===== src/rtl/core_div_sequencer_if.sv =====
// ---------------------------------------------------------------------------
// core_div_sequencer_if
// Handshake bundle between the EX stage and the multi-cycle divide sequencer.
//   i_valid    : EX holds an RV32M divide-class OP instruction
//   i_funct3   : 4=DIV, 5=DIVU, 6=REM, 7=REMU (0-3 are not divides)
//   i_dividend : forwarded rs1
//   i_divisor  : forwarded rs2
//   i_flush    : kill the EX-stage instruction
//   i_hold     : downstream cannot take the result this cycle
//   o_stall    : freeze PC/IF/ID/EX (combinational)
//   o_busy     : high while iterating
//   o_valid    : result valid
//   o_result   : quotient or remainder
// slave modport = divider side, master modport = pipeline side.
// ---------------------------------------------------------------------------
interface core_div_sequencer_if #(
    parameter int XLEN = 32
) ();
    logic            i_valid;
    logic [2:0]      i_funct3;
    logic [XLEN-1:0] i_dividend;
    logic [XLEN-1:0] i_divisor;
    logic            i_flush;
    logic            i_hold;
    logic            o_stall;
    logic            o_busy;
    logic            o_valid;
    logic [XLEN-1:0] o_result;

    modport slave (
        input  i_valid, i_funct3, i_dividend, i_divisor, i_flush, i_hold,
        output o_stall, o_busy, o_valid, o_result
    );

    modport master (
        output i_valid, i_funct3, i_dividend, i_divisor, i_flush, i_hold,
        input  o_stall, o_busy, o_valid, o_result
    );
endinterface


===== src/rtl/core_div_sequencer.sv =====
// ---------------------------------------------------------------------------
// core_div_sequencer
// Radix-2 restoring divider for DIV/DIVU/REM/REMU, one quotient bit per cycle.
// Divide-by-zero and signed overflow resolve in one cycle without iterating.
// Ports:
//   i_clk : clock, rising edge
//   i_rst : asynchronous active-high reset
//   bus   : core_div_sequencer_if.slave (operands, flush/hold, stall/busy/
//           valid/result)
// ---------------------------------------------------------------------------
module core_div_sequencer #(
    parameter int XLEN = 32
) (
    input  logic                 i_clk,
    input  logic                 i_rst,
    core_div_sequencer_if.slave  bus
);
    localparam int CW = $clog2(XLEN);
    localparam logic [CW-1:0]   CNT_ZERO = {CW{1'b0}};
    localparam logic [CW-1:0]   CNT_ONE  = {{(CW-1){1'b0}}, 1'b1};
    localparam logic [CW-1:0]   CNT_LAST = {CW{1'b1}};
    localparam logic [XLEN-1:0] ZERO     = {XLEN{1'b0}};
    localparam logic [XLEN-1:0] ONE      = {{(XLEN-1){1'b0}}, 1'b1};
    localparam logic [XLEN-1:0] ONES     = {XLEN{1'b1}};
    localparam logic [XLEN-1:0] INT_MIN  = {1'b1, {(XLEN-1){1'b0}}};

    typedef enum logic [1:0] {
        S_IDLE = 2'd0,
        S_CALC = 2'd1,
        S_DONE = 2'd2
    } state_t;

    // Two's-complement negate
    function automatic logic [XLEN-1:0] neg(input logic [XLEN-1:0] x);
        return (~x) + ONE;
    endfunction

    state_t          state_q, state_d;
    logic [XLEN-1:0] rem_q, rem_d;
    logic [XLEN-1:0] quo_q, quo_d;
    logic [XLEN-1:0] dvs_q, dvs_d;
    logic [CW-1:0]   cnt_q, cnt_d;
    logic            is_rem_q, is_rem_d;
    logic            q_neg_q, q_neg_d;
    logic            r_neg_q, r_neg_d;
    logic [XLEN-1:0] result_q, result_d;
    logic            valid_q, valid_d;
    logic            busy_q, busy_d;

    logic            start_s;
    logic            signed_op_s;
    logic            div_zero_s;
    logic            ovf_s;
    logic [XLEN-1:0] a_abs_s;
    logic [XLEN-1:0] b_abs_s;
    logic [XLEN-1:0] special_s;
    logic [XLEN:0]   rem_sh_s;
    logic [XLEN:0]   trial_s;
    logic [XLEN-1:0] rem_nx_s;
    logic [XLEN-1:0] quo_nx_s;
    logic [XLEN-1:0] final_s;

    assign start_s     = bus.i_valid & bus.i_funct3[2] & ~bus.i_flush;
    // funct3[0] clear selects the signed variants (DIV/REM)
    assign signed_op_s = ~bus.i_funct3[0];
    assign div_zero_s  = (bus.i_divisor == ZERO);
    assign ovf_s       = signed_op_s & (bus.i_dividend == INT_MIN) & (bus.i_divisor == ONES);
    assign a_abs_s     = (signed_op_s & bus.i_dividend[XLEN-1]) ? neg(bus.i_dividend) : bus.i_dividend;
    assign b_abs_s     = (signed_op_s & bus.i_divisor[XLEN-1])  ? neg(bus.i_divisor)  : bus.i_divisor;
    // funct3[1] set selects the remainder variants
    assign special_s   = div_zero_s ? (bus.i_funct3[1] ? bus.i_dividend : ONES)
                                    : (bus.i_funct3[1] ? ZERO : INT_MIN);

    // One restoring step: shift {rem,quo} left, try subtracting the divisor
    // with a spare top bit so a borrow shows up as a negative trial.
    assign rem_sh_s = {rem_q, quo_q[XLEN-1]};
    assign trial_s  = rem_sh_s - {1'b0, dvs_q};
    assign rem_nx_s = trial_s[XLEN] ? rem_sh_s[XLEN-1:0] : trial_s[XLEN-1:0];
    assign quo_nx_s = {quo_q[XLEN-2:0], ~trial_s[XLEN]};
    assign final_s  = is_rem_q ? (r_neg_q ? neg(rem_nx_s) : rem_nx_s)
                               : (q_neg_q ? neg(quo_nx_s) : quo_nx_s);

    assign bus.o_stall  = ~i_rst & (((state_q == S_IDLE) & start_s) | (state_q == S_CALC));
    assign bus.o_busy   = busy_q;
    assign bus.o_valid  = valid_q;
    assign bus.o_result = result_q;

    // Next-state and datapath update for the IDLE/CALC/DONE sequencer
    always_comb begin
        state_d  = state_q;
        rem_d    = rem_q;
        quo_d    = quo_q;
        dvs_d    = dvs_q;
        cnt_d    = cnt_q;
        is_rem_d = is_rem_q;
        q_neg_d  = q_neg_q;
        r_neg_d  = r_neg_q;
        result_d = result_q;
        valid_d  = 1'b0;
        busy_d   = 1'b0;

        if (bus.i_flush) begin
            // Flush discards any in-flight or completed result
            state_d = S_IDLE;
        end else begin
            case (state_q)
                S_IDLE: begin
                    if (start_s) begin
                        is_rem_d = bus.i_funct3[1];
                        if (div_zero_s | ovf_s) begin
                            result_d = special_s;
                            state_d  = S_DONE;
                        end else begin
                            quo_d   = a_abs_s;
                            dvs_d   = b_abs_s;
                            rem_d   = ZERO;
                            cnt_d   = CNT_LAST;
                            q_neg_d = signed_op_s & (bus.i_dividend[XLEN-1] ^ bus.i_divisor[XLEN-1]);
                            r_neg_d = signed_op_s & bus.i_dividend[XLEN-1];
                            state_d = S_CALC;
                        end
                    end else begin
                        state_d = S_IDLE;
                    end
                end
                S_CALC: begin
                    rem_d = rem_nx_s;
                    quo_d = quo_nx_s;
                    cnt_d = cnt_q - CNT_ONE;
                    if (cnt_q == CNT_ZERO) begin
                        result_d = final_s;
                        state_d  = S_DONE;
                    end else begin
                        state_d = S_CALC;
                    end
                end
                S_DONE: begin
                    if (bus.i_hold) begin
                        state_d = S_DONE;
                    end else begin
                        state_d = S_IDLE;
                    end
                end
                default: begin
                    state_d = S_IDLE;
                end
            endcase
        end

        valid_d = (state_d == S_DONE);
        busy_d  = (state_d == S_CALC);
    end

    // State and datapath registers, cleared asynchronously by reset
    always_ff @(posedge i_clk or posedge i_rst) begin
        if (i_rst) begin
            state_q  <= S_IDLE;
            rem_q    <= ZERO;
            quo_q    <= ZERO;
            dvs_q    <= ZERO;
            cnt_q    <= CNT_ZERO;
            is_rem_q <= 1'b0;
            q_neg_q  <= 1'b0;
            r_neg_q  <= 1'b0;
            result_q <= ZERO;
            valid_q  <= 1'b0;
            busy_q   <= 1'b0;
        end else begin
            state_q  <= state_d;
            rem_q    <= rem_d;
            quo_q    <= quo_d;
            dvs_q    <= dvs_d;
            cnt_q    <= cnt_d;
            is_rem_q <= is_rem_d;
            q_neg_q  <= q_neg_d;
            r_neg_q  <= r_neg_d;
            result_q <= result_d;
            valid_q  <= valid_d;
            busy_q   <= busy_d;
        end
    end
endmodule


===== src/flat_wrapper.sv =====
// flat-port wrapper written by rule: the top's interface ports become plain ports
module core_div_sequencer_flat 
#(
    parameter int XLEN = 32
)
  (i_clk, i_rst, bus_i_valid, bus_i_funct3, bus_i_dividend, bus_i_divisor, bus_i_flush, bus_i_hold, bus_o_stall, bus_o_busy, bus_o_valid, bus_o_result);
  core_div_sequencer_if #(.XLEN(XLEN)) bus_i ();
  input  logic i_clk;
  input  logic i_rst;
  input wire logic [$bits(bus_i.i_valid)-1:0] bus_i_valid;
  input wire logic [$bits(bus_i.i_funct3)-1:0] bus_i_funct3;
  input wire logic [$bits(bus_i.i_dividend)-1:0] bus_i_dividend;
  input wire logic [$bits(bus_i.i_divisor)-1:0] bus_i_divisor;
  input wire logic [$bits(bus_i.i_flush)-1:0] bus_i_flush;
  input wire logic [$bits(bus_i.i_hold)-1:0] bus_i_hold;
  output wire logic [$bits(bus_i.o_stall)-1:0] bus_o_stall;
  output wire logic [$bits(bus_i.o_busy)-1:0] bus_o_busy;
  output wire logic [$bits(bus_i.o_valid)-1:0] bus_o_valid;
  output wire logic [$bits(bus_i.o_result)-1:0] bus_o_result;
  assign bus_i.i_valid = bus_i_valid;
  assign bus_i.i_funct3 = bus_i_funct3;
  assign bus_i.i_dividend = bus_i_dividend;
  assign bus_i.i_divisor = bus_i_divisor;
  assign bus_i.i_flush = bus_i_flush;
  assign bus_i.i_hold = bus_i_hold;
  assign bus_o_stall = bus_i.o_stall;
  assign bus_o_busy = bus_i.o_busy;
  assign bus_o_valid = bus_i.o_valid;
  assign bus_o_result = bus_i.o_result;
  core_div_sequencer #(.XLEN(XLEN)) u_core (.i_clk(i_clk), .i_rst(i_rst), .bus(bus_i));
endmodule

===== config.mk =====
export PLATFORM = sky130hd
export DESIGN_NAME = core_div_sequencer_flat
export DESIGN_NICKNAME = d
export VERILOG_FILES = /design/src/rtl/core_div_sequencer_if.sv /design/src/rtl/core_div_sequencer.sv /design/src/flat_wrapper.sv
export SDC_FILE = /design/constraint.sdc
export NUM_CORES = 1
export LEC_CHECK = 0
export ABC_CLOCK_PERIOD_IN_PS = 8000
export CORE_MARGIN = 4
export CORE_UTILIZATION = 60
export CTS_CLUSTER_SIZE = 12
export DETAILED_ROUTE_END_ITERATION = 12
export PLACE_DENSITY = 0.82
export SYNTH_ARGS = -nofsm -noshare
export SYNTH_HDL_FRONTEND = slang
export SYNTH_SLANG_ARGS = --single-unit

===== constraint.sdc =====
create_clock -name i_clk -period 8 [get_ports i_clk]
set_clock_uncertainty 0.2 [all_clocks]
set_input_delay 2.4 -clock i_clk [delete_from_list [all_inputs] [get_ports i_clk]]
set_output_delay 2.4 -clock i_clk [all_outputs]
set_load 0.01 [all_outputs]

Word level (Yosys, flattened, before mapping)
Index checks and enable logic that the tools add are counted.
Word-level totals
  register bits: 140
  bits of input ports: 72
  output and inout port bits: 35
Operators by class
  add/subtract/negate cells: 6
  equality and inequality tests: 10
  multiplexer cells: 28
  bitwise operators: 21
  reductions and logical operators: 8
Operator list (count)
  two-way mux 32 bit: 16
  case mux 32 bit (2 select lines): 3
  adder 32 x 1 -> 32 bit, second input constant: 4
  inverter 32 bit: 4
  equality test 32 bit, second input constant: 2
  subtractor 33 x 32 -> 33 bit: 1
  zero test 32 bit: 1
  two-way mux 2 bit: 5
  two-way mux 5 bit: 2
  case mux 5 bit (2 select lines): 1
  AND 1 bit: 9
  AND reduction 4 bit: 2
  inequality test 2 bit, second input constant: 3
  case mux 2 bit (3 select lines): 1
  zero test 5 bit: 1
  inverter 1 bit: 5
  AND reduction 5 bit: 1
  subtractor 5 x 1 -> 5 bit, second input constant: 1
  equality test 2 x 1 -> 1 bit, second input constant: 2
  equality test 2 bit, second input constant: 2
  AND reduction 3 bit: 1
  zero test 2 bit: 1
  inequality test 2 x 1 -> 1 bit, second input constant: 1
  bitwise OR 1 bit: 2
  2 further kinds: 2

Longest topological paths before layout
  word-level depth: 9
  mapped depth: 26
  mapped depth without buffers: 23

Worst setup path after synthesis
Ideal clock, no wire load.
  path type: input to output
  from: input port bus_i_flush
  to: output port bus_o_stall
  arrival time: 3247 ps
  data required time: 5400 ps
  setup slack: 2153 ps
  cell stages on the path: 3
  path through: clkbuf_1 > or2_2 > a211oi_1
On the way
  word-level cells in the longest chain between the ends: 5
Ends and longest elaborated chain
  start: declaration: RTL line flat_wrapper.sv:14  | input wire logic [$bits(bus_i.i_flush)-1:0] bus_i_flush;
  inverter 1 bit (no line)
  AND 1 bit: RTL line core_div_sequencer.sv:63  | assign start_s = bus.i_valid & bus.i_funct3[2] & ~bus.i_flush;
  AND 1 bit: RTL line core_div_sequencer.sv:83  | assign bus.o_stall = ~i_rst & (((state_q == S_IDLE) & start_s) | (state_q == S_CALC));
  bitwise OR 1 bit: RTL line core_div_sequencer.sv:83
  AND 1 bit: RTL line core_div_sequencer.sv:83
  end: declaration: RTL line flat_wrapper.sv:16  | output wire logic [$bits(bus_i.o_stall)-1:0] bus_o_stall;
Every way passes these cells.

Final worst setup path
Same ends and word-level chain as after synthesis.

==> metrics.md <==
| Metric | Value |
|---|---|
| Post-CTS Hold Fix Bufs | 0 |
| Fillers | 1617 |
| Clock power frac | between 30% and 40% |
| Area growth, synth to finish | 13.64% |
| CTS Buf Count | 17 |
| Slew @ Worst Pin | 1.191 ns |
| Total wire length | 40790 um |
| WHS Path Cells | 1 |
| TNS Setup | 0 ns |
| Worst-skew pair later-pin latency | around 0.43 ns |
| Reg power frac | roughly a third |
| Tmin final | 6.761 ns |
| Peak fanout along the critical path | 9 |
| Die Y | 150.4 um |
| Fin worst setup slack | 1.239 ns |
| Final HPWL DP | 30690 um |
| Post-synthesis cell area | 12170 um^2 |
| Ports | ~110 |
| Vias in the first global route | 12000 |
| Worst hold start | u_core.bus.o_result[0] |
| Gpl congestion | 0.9775 |
| DRT antenna net count | 0 |
| Final nets | 1772 |
| GRT overflow | 0 |
| Root buffer cell | clkbuf_16 |
| Post-synth cell types | 78 |
| RSZ-0062 raised after global routing | false |
| Max rail drop VDD | 0.1407 mV |
| Worst reg-to-reg setup slack | roughly 1.5 ns |
| Setup Buffers After CTS | 0 |
| All-layer global routing usage | between 30% and 40% |
| Critical path type | input port to output port |
| CP Data Arrival Time | ~4.2 ns |
| NetSw | 0.9960 mW |
| Required time of the critical path | about 5.4 ns |
| Vias per cell | 6.619 |
| Clock sink count | 140 |
| Die W | 150.4 um |
| Switch share | approximately 39% |
| Die ar. | 22630 um^2 |
| Clock-pin transition on the worst setup and hold timing paths | ~0.070 ns |
| Pleak | between 5 and 6 nW |
| Max-slew violations | 0 |
| Final setup viols | 0 |
| Number of cell rows | 51 |
| Count of final hold-check violations | 0 |
| Max cap viols | 0 |
| CTS Buffer Depth | 2 |
| Mapped Cells | 1621 |
| Rel. slew slack | 20.59% |
| Largest net degree at the start of global routing | 92 |
| Routed vias | 12834 |
| Register area | 3503 um^2 |
| Part of the cycle the worst path needs | 84.52% |
| Area occupied by multi-input gates | 8018 um^2 |
| WHS | approximately 0.29 ns |
| Worst reg2reg endpoint | u_core.bus.o_result[30] |
| Core footprint | 19720 um^2 |
| Buffers on Ports | 106 |
| Worst Hold Class | flip-flop to flip-flop |
| Ys async rst share | 100.0% |
| PostCTS Resize Cnt | 0 |
| Main flop type after synthesis | dfrtp_1 |
| Max H-tree Level | 4 |
| Drt drc | 0 |
| EDFF count, synth | 0 |
| Fmax | 147.9 MHz |
| R2R cell count | 21 |
| Post-synth net total | about 1700 |
| Seq/Total Area, Yosys | 28.78% |
| CTS tree | built |
| Yosys Warn Count | 0 |
| Comb pwr share | between 30 and 40% |
| Drt pass-1 iters | 9 |
| Pwr dens | 184.4 nW/um^2 |
| Dpl ws | about 1.3 ns |
| Setup crit start kind | input port |
| Post-DP Area | 13270 um^2 |
| Hold Path End | u_core.bus.o_result[0] |
| Final Cell Area | 13830 um^2 |
| Critical path capture point type | output port |
| Layout cells sized above 1 | under 10% |
| Internal power | 1.555 mW |
| Starting Density | 61.74% |
| R2R Path Start | u_core.quo_q[31] |
| Final Total Pwr | 2.551 mW |
| Mapped Avg Cell Area | around 7.5 um^2 |
| #FFs+latches synth | 140 |
| Status | finished, final reports clean |
| Initial antenna violation count | 0 |
| WL/cell | 21.04 um |
| Initial DRC Count | about 1700 |
| Ant. Diodes | 0 |
| First-pass GRT wire length | 63830 um |
[worst max path at each step]
stage | depth (start not counted) | start | endpoint | slack [ns]
global placement | 4 | bus_i_flush | bus_o_stall | 1.31
finish | 4 | bus_i_flush | bus_o_stall | 1.24
global route | 4 | bus_i_flush | bus_o_stall | 1.16
detailed placement | 4 | bus_i_flush | bus_o_stall | 1.26
floorplan | 1 | i_rst | u_core.bus.o_busy | 1.65
CTS | 4 | bus_i_flush | bus_o_stall | 1.24
[area by class of cell]
class / count / area share (%)
clock buffers: 19 / 3.129
clock inverters: 13 / 0.9858
inverters: 65 / 1.800
multi-input cells: 1319 / 57.95
flip-flops and latches: 140 / 25.32
well taps: 265 / 2.397
repair buffers: 118 / 8.411
[flip-flops by register name, indices dropped and copies added, names as in the netlist]
signal / flops
u_core.dvs_q: 32
u_core.r_neg_q: 1
u_core.is_rem_q: 1
u_core.cnt_q: 5
u_core.bus.o_result: 32
u_core.q_neg_q: 1
u_core.quo_q: 32
u_core.rem_q: 32
u_core.bus.o_busy: 1
u_core.state_q: 2
u_core.bus.o_valid: 1
[worst max-delay path: stages]
cell	delay (ns)
clkdlybuf4s50_1	0.55
or2_2	0.38
a211oi_1	0.25
clkdlybuf4s50_1	0.58
[layer usage]
layer,share of wire [%],GRT usage (%),vias to the layer above
met5,0,0,-
met4,4.1,13.63,0
met3,12,10.57,143
met2,43,53.11,759
met1,41,49.71,5986
li1,-,-,5946
[layout by cell type (no fill, tap or decap), drive strengths merged, types with 8 or more instances in the layout]
master / instances
o41ai: 18
o21ai: 190
buf: 12
a21o: 11
mux2i: 23
or4: 13
or3: 20
nor2: 185
o31ai: 19
dfrtp: 140
clkdlybuf4s50: 106
a22oi: 8
xor2: 60
o211ai: 15
or2: 12
nand2: 170
nand2b: 19
and3: 13
nand4: 20
o21a: 10
inv: 70
clkbuf: 19
a21boi: 10
nor3: 33
a21oi: 172
and2: 11
ha: 38
nand3: 28
a31oi: 23
nor4: 21
xnor2: 68
a211oi: 22
a41oi: 9
[Yosys cell counts (18+ instances only)]
| master | n | area share [%] |
|---|---|---|
| a31oi_1 | 23 | 1.2 |
| ha_1 | 38 | 3.9 |
| a21oi_1 | 169 | 6.9 |
| a211oi_1 | 19 | 1.2 |
| buf_2 | 31 | 1.3 |
| nand3_1 | 28 | 1.2 |
| o31ai_1 | 18 | 1.1 |
| inv_1 | 65 | 2.0 |
| nor2_1 | 184 | 5.7 |
| xnor2_1 | 68 | 4.9 |
| o21ai_0 | 180 | 7.4 |
| clkbuf_1 | 58 | 1.8 |
| mux2i_1 | 23 | 1.9 |
| nand4_1 | 20 | 1.0 |
| dfrtp_1 | 140 | 29 |
| nor3_1 | 32 | 1.3 |
| or3_1 | 20 | 1.0 |
| nand2_1 | 170 | 5.2 |
| nand2b_1 | 19 | 0.98 |
| xor2_1 | 60 | 4.3 |
| nor4_1 | 20 | 1.0 |
[metrics by stage]
stage,utilization (%),instances
2_1_floorplan,-,1621
3_3_place_gp,67.28,1907
3_5_place_dp,67.28,1907
4_1_cts,70.16,1939
5_1_grt,70.16,1939
6_report,70.16,1939
[cells by family after synthesis]
kind of cell | count (synthesis) | share of synthesized area [%]
multiplexers | 28 | 2.354
flip-flops | 140 | 28.78
AO/OA/AOI/OAI | 554 | 27.90
adder cells (fa/ha/maj) | 39 | 4.070
XOR/XNOR | 128 | 9.209
AND/OR/NAND/NOR | 570 | 22.16
buffers and inverters | 162 | 5.529
[power by group through the flow]
stage,combinational (mW),sequential (mW),clock (mW)
final,0.875,0.889,0.787
after floorplan,0.631,0.858,0
after detailed placement,0.845,0.896,0
after global routing,0.959,0.897,0.818
after global placement,0.825,0.891,0
after CTS,0.854,0.883,0.787
Note: power is estimated with default switching activity, not from simulation.
